$ cat src/rtl/pe_mac_pkg.sv
// Shared types, register map and STATUS bit positions for the PE MAC cell.
package pe_mac_pkg;

  typedef enum logic [1:0] {
    StIdle    = 2'd0,
    StLoad    = 2'd1,
    StCompute = 2'd2,
    StDrain   = 2'd3
  } state_e;

  typedef enum logic {
    ModeLoad    = 1'b0,
    ModeCompute = 1'b1
  } mode_e;

  localparam logic [7:0] AddrCtrl   = 8'h00;
  localparam logic [7:0] AddrStatus = 8'h04;
  localparam logic [7:0] AddrId     = 8'h08;
  localparam logic [7:0] AddrCnt    = 8'h0C;

  localparam int unsigned CtrlStartBit  = 0;
  localparam int unsigned CtrlModeBit   = 1;
  localparam int unsigned StatusBusyBit = 0;
  localparam int unsigned StatusDoneBit = 1;
  localparam int unsigned StatusErrBit  = 2;

endpackage

$ cat src/rtl/pe_apb_regs.sv
// Zero-wait APB register block: CTRL start/mode, clear-on-read STATUS, ID and job counter.
module pe_apb_regs
  import pe_mac_pkg::*;
(
  input  logic        clk_i,
  input  logic        rst_i,
  input  logic        psel_i,
  input  logic        penable_i,
  input  logic        pwrite_i,
  input  logic [7:0]  paddr_i,
  input  logic [31:0] pwdata_i,
  input  logic [7:0]  pe_id_i,
  input  logic        busy_i,
  input  logic        done_set_i,
  input  logic        err_set_i,
  input  logic        cnt_inc_i,
  output logic [31:0] prdata_o,
  output logic        pready_o,
  output logic        start_o,
  output mode_e       mode_o
);

  logic        access;
  logic        rd_status;
  logic        done_q, done_d;
  logic        err_q, err_d;
  logic [15:0] cnt_q;
  logic        unused_pwdata;

  assign access    = psel_i & penable_i;
  assign pready_o  = 1'b1;
  assign start_o   = access & pwrite_i & (paddr_i == AddrCtrl) & pwdata_i[CtrlStartBit];
  assign mode_o    = mode_e'(pwdata_i[CtrlModeBit]);
  assign rd_status = access & ~pwrite_i & (paddr_i == AddrStatus);

  // A set landing in the same cycle as a clearing read wins, so no event is lost.
  assign done_d = done_set_i | (done_q & ~rd_status);
  assign err_d  = err_set_i | (err_q & ~rd_status);

  assign unused_pwdata = ^pwdata_i[31:2];

  always_ff @(posedge clk_i or posedge rst_i) begin
    if (rst_i) begin
      done_q <= 1'b0;
      err_q  <= 1'b0;
      cnt_q  <= '0;
    end else begin
      done_q <= done_d;
      err_q  <= err_d;
      if (cnt_inc_i) cnt_q <= cnt_q + 16'd1;
    end
  end

  always_comb begin
    prdata_o = '0;
    if (access && !pwrite_i) begin
      case (paddr_i)
        AddrStatus: begin
          prdata_o[StatusBusyBit] = busy_i;
          prdata_o[StatusDoneBit] = done_q;
          prdata_o[StatusErrBit]  = err_q;
        end
        AddrId:  prdata_o[7:0]  = pe_id_i;
        AddrCnt: prdata_o[15:0] = cnt_q;
        default: ;
      endcase
    end
  end

endmodule

$ cat src/rtl/pe_mac_cell.sv
// Weight-stationary MAC cell: loads a ROWxCOL weight tile, streams COL inputs, drains ROW sums.
// Define PE_SAT_EN for saturating accumulation; otherwise accumulators wrap.
module pe_mac_cell
  import pe_mac_pkg::*;
#(
  parameter int unsigned WID_X   = 8,
  parameter int unsigned WID_Y   = 8,
  parameter int unsigned ROW     = 4,
  parameter int unsigned COL     = 4,
  parameter int unsigned WID_BUS = 32,
  parameter int unsigned WID_ACC = 24
) (
  input  logic               clk,
  input  logic               rst,
  input  logic [7:0]         pe_id,
  input  logic               psel,
  input  logic               penable,
  input  logic               pwrite,
  input  logic [7:0]         paddr,
  input  logic [31:0]        pwdata,
  output logic [31:0]        prdata,
  output logic               pready,
  input  logic [WID_BUS-1:0] wdata,
  input  logic               wdata_valid,
  input  logic               wdata_last,
  output logic               wdata_busy,
  output logic [WID_BUS-1:0] rdata,
  output logic               rdata_valid,
  output logic               rdata_last,
  input  logic               rdata_busy,
  output logic               pe_busy,
  output logic [1:0]         work_mode
);

  localparam int unsigned WidP    = WID_X + WID_Y;
  localparam int unsigned AccW1   = WID_ACC + 1;
  localparam int unsigned RowW    = (ROW > 1) ? $clog2(ROW) : 1;
  localparam int unsigned ColW    = (COL > 1) ? $clog2(COL) : 1;
  localparam logic [RowW-1:0] RowLast = RowW'(ROW - 1);
  localparam logic [ColW-1:0] ColLast = ColW'(COL - 1);

  state_e                    state_q, state_d;
  logic [RowW-1:0]           row_q, row_d;
  logic [ColW-1:0]           col_q, col_d;
  logic signed [WID_Y-1:0]   w_q [ROW][COL];
  logic signed [WidP-1:0]    prod_q [ROW];
  logic signed [WidP-1:0]    prod_d [ROW];
  logic                      prod_vld_q, prod_vld_d;
  logic signed [WID_ACC-1:0] acc_q [ROW];
  logic signed [WID_ACC-1:0] acc_d [ROW];
  logic signed [WID_ACC-1:0] ext;
  logic signed [AccW1-1:0]   sum;
  logic signed [WID_X-1:0]   x_in;
  logic signed [WID_Y-1:0]   w_in;
  logic                      start, xfer, out_xfer;
  logic                      w_we, clr_acc, err_set, done_set, cnt_inc;
  mode_e                     mode;
  logic                      unused_wdata;

  pe_apb_regs u_regs (
    .clk_i      (clk),
    .rst_i      (rst),
    .psel_i     (psel),
    .penable_i  (penable),
    .pwrite_i   (pwrite),
    .paddr_i    (paddr),
    .pwdata_i   (pwdata),
    .pe_id_i    (pe_id),
    .busy_i     (pe_busy),
    .done_set_i (done_set),
    .err_set_i  (err_set),
    .cnt_inc_i  (cnt_inc),
    .prdata_o   (prdata),
    .pready_o   (pready),
    .start_o    (start),
    .mode_o     (mode)
  );

  assign x_in         = wdata[WID_X-1:0];
  assign w_in         = wdata[WID_Y-1:0];
  assign unused_wdata = ^wdata;
  assign wdata_busy   = !((state_q == StLoad) || (state_q == StCompute));
  assign xfer         = wdata_valid & ~wdata_busy;
  assign pe_busy      = (state_q != StIdle);
  assign work_mode    = state_q;

  // Results wait one extra cycle for the last registered product to land in acc.
  assign rdata_valid = (state_q == StDrain) & ~prod_vld_q;
  assign rdata_last  = rdata_valid & (row_q == RowLast);
  assign rdata       = rdata_valid ? WID_BUS'(acc_q[row_q]) : '0;
  assign out_xfer    = rdata_valid & ~rdata_busy;

  always_comb begin
    state_d    = state_q;
    row_d      = row_q;
    col_d      = col_q;
    w_we       = 1'b0;
    clr_acc    = 1'b0;
    prod_vld_d = 1'b0;
    err_set    = 1'b0;
    done_set   = 1'b0;
    cnt_inc    = 1'b0;
    if (start && (state_q != StIdle)) err_set = 1'b1;
    unique case (state_q)
      StIdle: begin
        if (start) begin
          row_d = '0;
          col_d = '0;
          if (mode == ModeCompute) begin
            state_d = StCompute;
            clr_acc = 1'b1;
          end else begin
            state_d = StLoad;
          end
        end
      end
      StLoad: begin
        if (xfer) begin
          if ((row_q == RowLast) && (col_q == ColLast)) begin
            w_we     = 1'b1;
            state_d  = StIdle;
            done_set = 1'b1;
            err_set  = ~wdata_last;
          end else if (wdata_last) begin
            err_set = 1'b1;
            state_d = StIdle;
          end else begin
            w_we = 1'b1;
            if (col_q == ColLast) begin
              col_d = '0;
              row_d = row_q + 1'b1;
            end else begin
              col_d = col_q + 1'b1;
            end
          end
        end
      end
      StCompute: begin
        if (xfer) begin
          if (col_q == ColLast) begin
            prod_vld_d = 1'b1;
            state_d    = StDrain;
            row_d      = '0;
            err_set    = ~wdata_last;
          end else if (wdata_last) begin
            err_set = 1'b1;
            state_d = StIdle;
          end else begin
            prod_vld_d = 1'b1;
            col_d      = col_q + 1'b1;
          end
        end
      end
      StDrain: begin
        if (out_xfer) begin
          if (row_q == RowLast) begin
            state_d  = StIdle;
            done_set = 1'b1;
            cnt_inc  = 1'b1;
          end else begin
            row_d = row_q + 1'b1;
          end
        end
      end
      default: state_d = StIdle;
    endcase
  end

  always_comb begin
    ext = '0;
    sum = '0;
    for (int r = 0; r < ROW; r++) begin
      prod_d[r] = WidP'(w_q[r][col_q]) * WidP'(x_in);
      ext       = WID_ACC'(prod_q[r]);
`ifdef PE_SAT_EN
      sum = AccW1'(acc_q[r]) + AccW1'(ext);
      if (sum[WID_ACC] != sum[WID_ACC-1]) begin
        acc_d[r] = sum[WID_ACC] ? {1'b1, {(WID_ACC-1){1'b0}}} : {1'b0, {(WID_ACC-1){1'b1}}};
      end else begin
        acc_d[r] = sum[WID_ACC-1:0];
      end
`else
      acc_d[r] = acc_q[r] + ext;
`endif
    end
  end

  always_ff @(posedge clk or posedge rst) begin
    if (rst) begin
      state_q    <= StIdle;
      row_q      <= '0;
      col_q      <= '0;
      prod_vld_q <= 1'b0;
      for (int r = 0; r < ROW; r++) begin
        prod_q[r] <= '0;
        acc_q[r]  <= '0;
        for (int c = 0; c < COL; c++) w_q[r][c] <= '0;
      end
    end else begin
      state_q    <= state_d;
      row_q      <= row_d;
      col_q      <= col_d;
      prod_vld_q <= prod_vld_d;
      if (w_we) w_q[row_q][col_q] <= w_in;
      for (int r = 0; r < ROW; r++) begin
        if (prod_vld_d) prod_q[r] <= prod_d[r];
        if (clr_acc) acc_q[r] <= '0;
        else if (prod_vld_q) acc_q[r] <= acc_d[r];
      end
    end
  end

endmodule

$ cat config.mk
export PLATFORM = sky130hd
export DESIGN_NAME = pe_mac_cell
export DESIGN_NICKNAME = d
export VERILOG_FILES = /design/src/rtl/pe_mac_pkg.sv /design/src/rtl/pe_apb_regs.sv /design/src/rtl/pe_mac_cell.sv
export SDC_FILE = /design/constraint.sdc
export NUM_CORES = 2
export LEC_CHECK = 0
export BUFFER_PORTS_ARGS = -buffer_cell sky130_fd_sc_hd__buf_2
export CAP_MARGIN = 20
export CORE_UTILIZATION = 45
export CTS_CLUSTER_SIZE = 12
export DETAILED_ROUTE_END_ITERATION = 7
export GPL_TIMING_DRIVEN = 0
export SYNTH_ARGS = -nofsm -noshare
export SYNTH_HDL_FRONTEND = slang
export SYNTH_SLANG_ARGS = --single-unit
$ cat constraint.sdc
create_clock -name clk -period 12.94 [get_ports clk]
set_input_delay 2.588 -clock clk [delete_from_list [all_inputs] [get_ports clk]]
set_output_delay 2.588 -clock clk [all_outputs]
set_load 0.02 [all_outputs]
# Word-level counts from Yosys, hierarchy flattened
# Index checks and enable logic that the tools add are counted.
# classes
addsub,7
multipliers,4
magnitude_cmp,4
n_eq_ne,20
muxes,84
bitwise_logic,21
reduce_logical,16
# ops
op,n
24-bit two-way mux,10
128-bit bitwise mux,1
24-bit by 16-bit adder with 24-bit output,4
8-bit two-way mux,10
8-bit binary-select mux with 2-bit select,4
32-bit demux with 2-bit select,1
8-bit by 8-bit multiplier with 16-bit output,4
32-bit two-way mux,2
2-bit two-way mux,25
24-bit binary-select mux with 2-bit select,1
1-bit two-way mux,21
2-bit inequality test (second input constant),9
16-bit by 1-bit adder with 16-bit output (second input constant),1
8-bit demux with 2-bit select,1
8-bit by 4-bit equality test with 1-bit output (second input constant),2
16-bit two-way mux,1
2-bit case mux with 4 select lines,2
1-bit AND,12
5-bit case mux with 2 select lines,1
3-bit case mux with 3 select lines,1
9-bit AND reduction,1
2-bit equality test (second input constant),4
8-bit by 3-bit equality test with 1-bit output (second input constant),1
8-bit logical NOT,1
other kinds (18),36
# totals
ff_bits,313
input_bits,88
out_inout_bits,71
wordCells,187

# Depth between registers and ports, before layout
# logic_depth
ltp_word,11
depth_mapped,24
ltp_nobuf,22

# Cells and area by module
# A second synthesis with hierarchy kept.
# hier_totals
cells_unflattened,2815
area_unflattened_um2,28075.7
# modules_own_cells
mod,instances,cells_each,area_per_inst_um2,seq_area_each_um2
pe_mac_cell,1,2695,26927.1,7382.1
pe_apb_regs,1,120,1148.6,450.4

# Worst setup path before layout
# Ideal clock, no wire load.
# synth_path
path_type,input-to-reg
startpoint,input port wdata[2]
endpoint,register prod_q (netlist bit ext[14])
setup_ps,95
arrival_ps,6897
slack_ps,5948
path_stages,20
n_path_buf,2
path_cell_list,clkbuf_1 > clkbuf_1 > nand2_1 > fa_1 > inv_1 > fa_1 > inv_1 > fa_1 > fa_1 > inv_1 > ha_1 > nor2b_1 > o21ai_0 > a21boi_0 > o21ai_0 > a21oi_1 > o21a_1 > o311a_1 > o21a_1 > o31ai_1
# synth_between
elab_chain_len,1
# synth_lines
element,line,source
"start, declared",pe_mac_cell.sv:23,"input logic [WID_BUS-1:0] wdata,"
8-bit by 8-bit multiplier with 16-bit output,pe_mac_cell.sv:173,prod_d[r] = WidP'(w_q[r][col_q]) * WidP'(x_in);
"end signal, assigned by index",pe_mac_cell.sv:206,if (prod_vld_d) prod_q[r] <= prod_d[r];
"end, declared",pe_mac_cell.sv:46,logic signed [WidP-1:0] prod_q [ROW];
# No other way between the ends.
# A chain may end at the register's enable or synchronous reset.

# Worst setup path in the final report
# layout_path
startpoint,input port wdata[7]
endpoint,register prod_q (netlist bit ext[15])
# The elaborated chain is that of the path after synthesis.

==> results.cfg <==
[status]
result_of_the_run = completed

[finish]
nNetsFinal = 3512
finish.instance_area_um2 = 31000
stdcell_count = 3838
layout_cell_share_with_drive_strength_beyond_1 = 0.126
diodes = 0
commonest_cells_after_routing_fill_and_taps_aside = sky130_fd_sc_hd__inv_1 (350), sky130_fd_sc_hd__dfrtp_1 (313), sky130_fd_sc_hd__nand2_1 (233), sky130_fd_sc_hd__fa_1 (224), sky130_fd_sc_hd__ha_1 (222)
area_growth_syn_to_layout_pct = 9.89
layout_commonest_cell = sky130_fd_sc_hd__inv_1

[yosys]
postSynth.asyncResetShare = 1.00
synth-edff-count = 0
synth-adder-area-share = 0.258
postSynthCellCount = 2840
ys.flop_type = sky130_fd_sc_hd__dfrtp_1
yosysSeqAreaShare = 0.278
synth_area_um2 = 28200
yosys-mux-area-fraction = 0.118
synth_xor_xnor_area_share = 0.0438
yosys.cell_types.count = 72
yosys_warnings = 0
ys_ff_latch = 313
synth_simple_gate_area_share = 0.137
synth-compound-area-share = 0.0967
avgSynthCellArea_um2 = 9.92
main_combinational_cell_family_by_area_after_synthesis = adder cells

[worst_setup_path]
rr_startpoint = col_q[0]
crit_end = ext[15]
crit_required_ns = 13.36
crit_type = primary input to flop
timing.critical_path.from_type = primary input
regToRegEndpoint = prod_q[62]
path_max_fanout = 10
setup.reg_to_reg.worst_slack_ns = 5.99
element_type_at_the_critical_path_end = flop
critical_path.startpoint = wdata[7]
path_cells = buf_2, clkbuf_1, clkbuf_1, nor2b_1, fa_1, fa_1, fa_1, inv_1, fa_1, inv_1, ha_1, a21boi_0, o22ai_1, o21ai_0, o41ai_1, xnor2_1, o21ai_0
critical-path-slowest-cell = sky130_fd_sc_hd__clkbuf_1
crit_arrival_ns = 8.18
critical-path-max-stage-delay_ns = 0.66
crit_top_cell = sky130_fd_sc_hd__fa_1
reg2regPathDepth = 21

[sta]
setup_viol = 0
setup_tns_ns = 0
finalCriticalPeriod_ns = 7.76
worstMarginPinSlew_ns = 1.02
post-route-period-util = 0.600
finalClockSkew_ns = 0.0338
timing_max_transition_violations_final = 0
max_freq_ghz = 0.129
maxSlewHeadroom = 0.319
grt_setup_unrepaired = no
worst_hold_slack_ns = 0.464
finalHoldViolCount = 0

[grt]
antenna_violations_before_repair = 0
grt_pass1_wl_um = 124000
pin_count_of_the_biggest_net_entering_global_routing = 131
grt_remaining_overflow = 0
globalRouteTotalUtil = 0.253
first_global_vias = 21500

[flow_run]
maxCapViolations = 0

[die]
die_width_um = 252
dieArea_um2 = 63600
die_h_um = 252
initial_core_util = 0.456
core_region_area_um2 = 61800
fp-row-count = 91
top_level_ports = 159

[detailed_routing]
routed_wire_length_per_instance_um = 20.3
drc = 0
routed-via-count = 21000
post_detailed_route_via_to_cell_ratio = 5.46
finalWirelength_um = 78000
drtPass1Iterations = 5
final_antenna_net_count = 0
drt-initial-drc-count = 1319

[placed_design]
gp_congestion = 0.953
total_cell_area_at_the_placement_stage_um2 = 29800
numPlacedInstances = 3775
io_buffers = 81
dp_hpwl_um = 61000

[cts]
tritoncts = done
clock_insertion_delay_worst_skew_ns = 0.58
numCtsBuffers = 37
clockBufferDepth = 3
cts.root.buffer_cell = sky130_fd_sc_hd__clkbuf_16
cts.clk_slew.worst_paths_ns = 0.06
numClockSinks = 313
cts_resized = 0
cts_setup_buffers = 0
h_tree_depth = 2
hold_buffers = 0

[power_and_ir_drop]
irDropWorstVdd_mv = 0.387
powerDensity_nw_per_um2 = 293
p_leak_nw = 15.0

[worst_hold_path]
hp-class = flop to flop
synthesized netlist by cell type, types with 6 or more instances:
cell type,n,area share
sky130_fd_sc_hd__a211oi_1,25,0.0067
sky130_fd_sc_hd__a21boi_0,9,0.0024
sky130_fd_sc_hd__a21o_1,47,0.013
sky130_fd_sc_hd__a21oi_1,108,0.019
sky130_fd_sc_hd__a22oi_1,6,0.0016
sky130_fd_sc_hd__a31oi_1,12,0.0027
sky130_fd_sc_hd__and2_1,204,0.045
sky130_fd_sc_hd__and3_1,20,0.0044
sky130_fd_sc_hd__buf_1,20,0.0027
sky130_fd_sc_hd__buf_4,25,0.0067
sky130_fd_sc_hd__clkbuf_1,89,0.012
sky130_fd_sc_hd__dfrtp_1,313,0.28
sky130_fd_sc_hd__fa_1,224,0.16
sky130_fd_sc_hd__ha_1,222,0.099
sky130_fd_sc_hd__inv_1,351,0.047
sky130_fd_sc_hd__mux2_2,137,0.055
sky130_fd_sc_hd__mux2i_1,52,0.018
sky130_fd_sc_hd__mux4_2,56,0.045
sky130_fd_sc_hd__nand2_1,233,0.031
sky130_fd_sc_hd__nand2b_1,15,0.0033
sky130_fd_sc_hd__nand3_1,42,0.0075
sky130_fd_sc_hd__nand4_1,13,0.0029
sky130_fd_sc_hd__nor2_1,159,0.021
sky130_fd_sc_hd__nor2b_1,33,0.0073
sky130_fd_sc_hd__nor3_1,31,0.0055
sky130_fd_sc_hd__o211ai_1,9,0.0024
sky130_fd_sc_hd__o21a_1,18,0.0048
sky130_fd_sc_hd__o21ai_0,94,0.017
sky130_fd_sc_hd__o21ai_1,7,0.0012
sky130_fd_sc_hd__o21bai_1,12,0.0032
sky130_fd_sc_hd__o22ai_1,7,0.0016
sky130_fd_sc_hd__o31ai_1,18,0.0048
sky130_fd_sc_hd__or2_2,8,0.0018
sky130_fd_sc_hd__or3_1,7,0.0016
sky130_fd_sc_hd__xnor2_1,86,0.027
sky130_fd_sc_hd__xor2_1,55,0.017
worst max-delay path, delay by kind of cell:
kind	cells	cell delay (ns)
AO/OA/AOI/OAI	5	1.09
XOR/XNOR	1	0.35
adder cells (fa/ha/maj)	5	2.18
buffers and inverters	5	1.71
AND/OR/NAND/NOR	1	0.23
how the worst min path moves through the flow:
stage | start | endpoint | slack, ns | cells past startpoint
5_1_grt | u_regs.cnt_q[15] | u_regs.cnt_q[15] | 0.49 | 1
4_1_cts | u_regs.cnt_q[15] | u_regs.cnt_q[15] | 0.47 | 1
2_1_floorplan | u_regs.cnt_q[15] | u_regs.cnt_q[15] | 0.44 | 1
6_report | u_regs.cnt_q[15] | u_regs.cnt_q[15] | 0.46 | 1
3_5_place_dp | u_regs.cnt_q[15] | u_regs.cnt_q[15] | 0.46 | 1
3_3_place_gp | u_regs.cnt_q[15] | u_regs.cnt_q[15] | 0.47 | 1
power by group:
group	total, mW	internal [mW]	leakage [nW]	switching [mW]
clock network	1.05	0.615	0.578	0.439
registers	1.62	1.28	3.98	0.341
logic	6.41	2.75	10.4	3.67
stage by stage:
stage               worst slack, ns   util  power, mW
finish                         5.18  0.501       9.09
global route                   4.92  0.501       10.0
CTS                            5.15  0.501       9.08
detailed placement             4.57  0.481       7.97
global placement              -1.85  0.480       7.81
floorplan                      1.69      -       6.36
area by class of cell:
| type | count | area (um2) |
|---|---|---|
| Fill cell | 5739 | 30900 |
| Multi-Input combinational cell | 2053 | 18500 |
| Sequential cell | 313 | 7830 |
| Inverter | 354 | 1340 |
| Clock buffer | 52 | 1060 |
| Tap cell | 837 | 1050 |
| Buffer | 135 | 608 |
| Timing Repair Buffer | 84 | 475 |
| Clock inverter | 10 | 134 |
state kept, by name (all words and copies together) (netlist names):
register and count:
w_q 128, acc_q 96, prod_q 48, ext 16, u_regs.cnt_q 16, col_q 2
row_q 2, work_mode 2, prod_vld_q 1, u_regs.done_q 1, u_regs.err_q 1
layer usage:
layer | vias to the layer above | track usage | share of wire
met5 | - | 0 | 0
met4 | 0 | 0.100 | 0.040
met3 | 145 | 0.0270 | 0.045
met2 | 554 | 0.422 | 0.47
met1 | 10500 | 0.337 | 0.44
li1 | 9738 | - | -
cell families (layout without fill, tap and decap cells):
logic type      Yosys count  count (layout)
xor+xnor                141             141
mux                     245             245
simple gates            783             783
other cells               2              17
flops                   313             313
buf+inv                 489             635
fa+ha+maj               446             446
compound gates          421             421
Power figures use the tool's default switching activity.
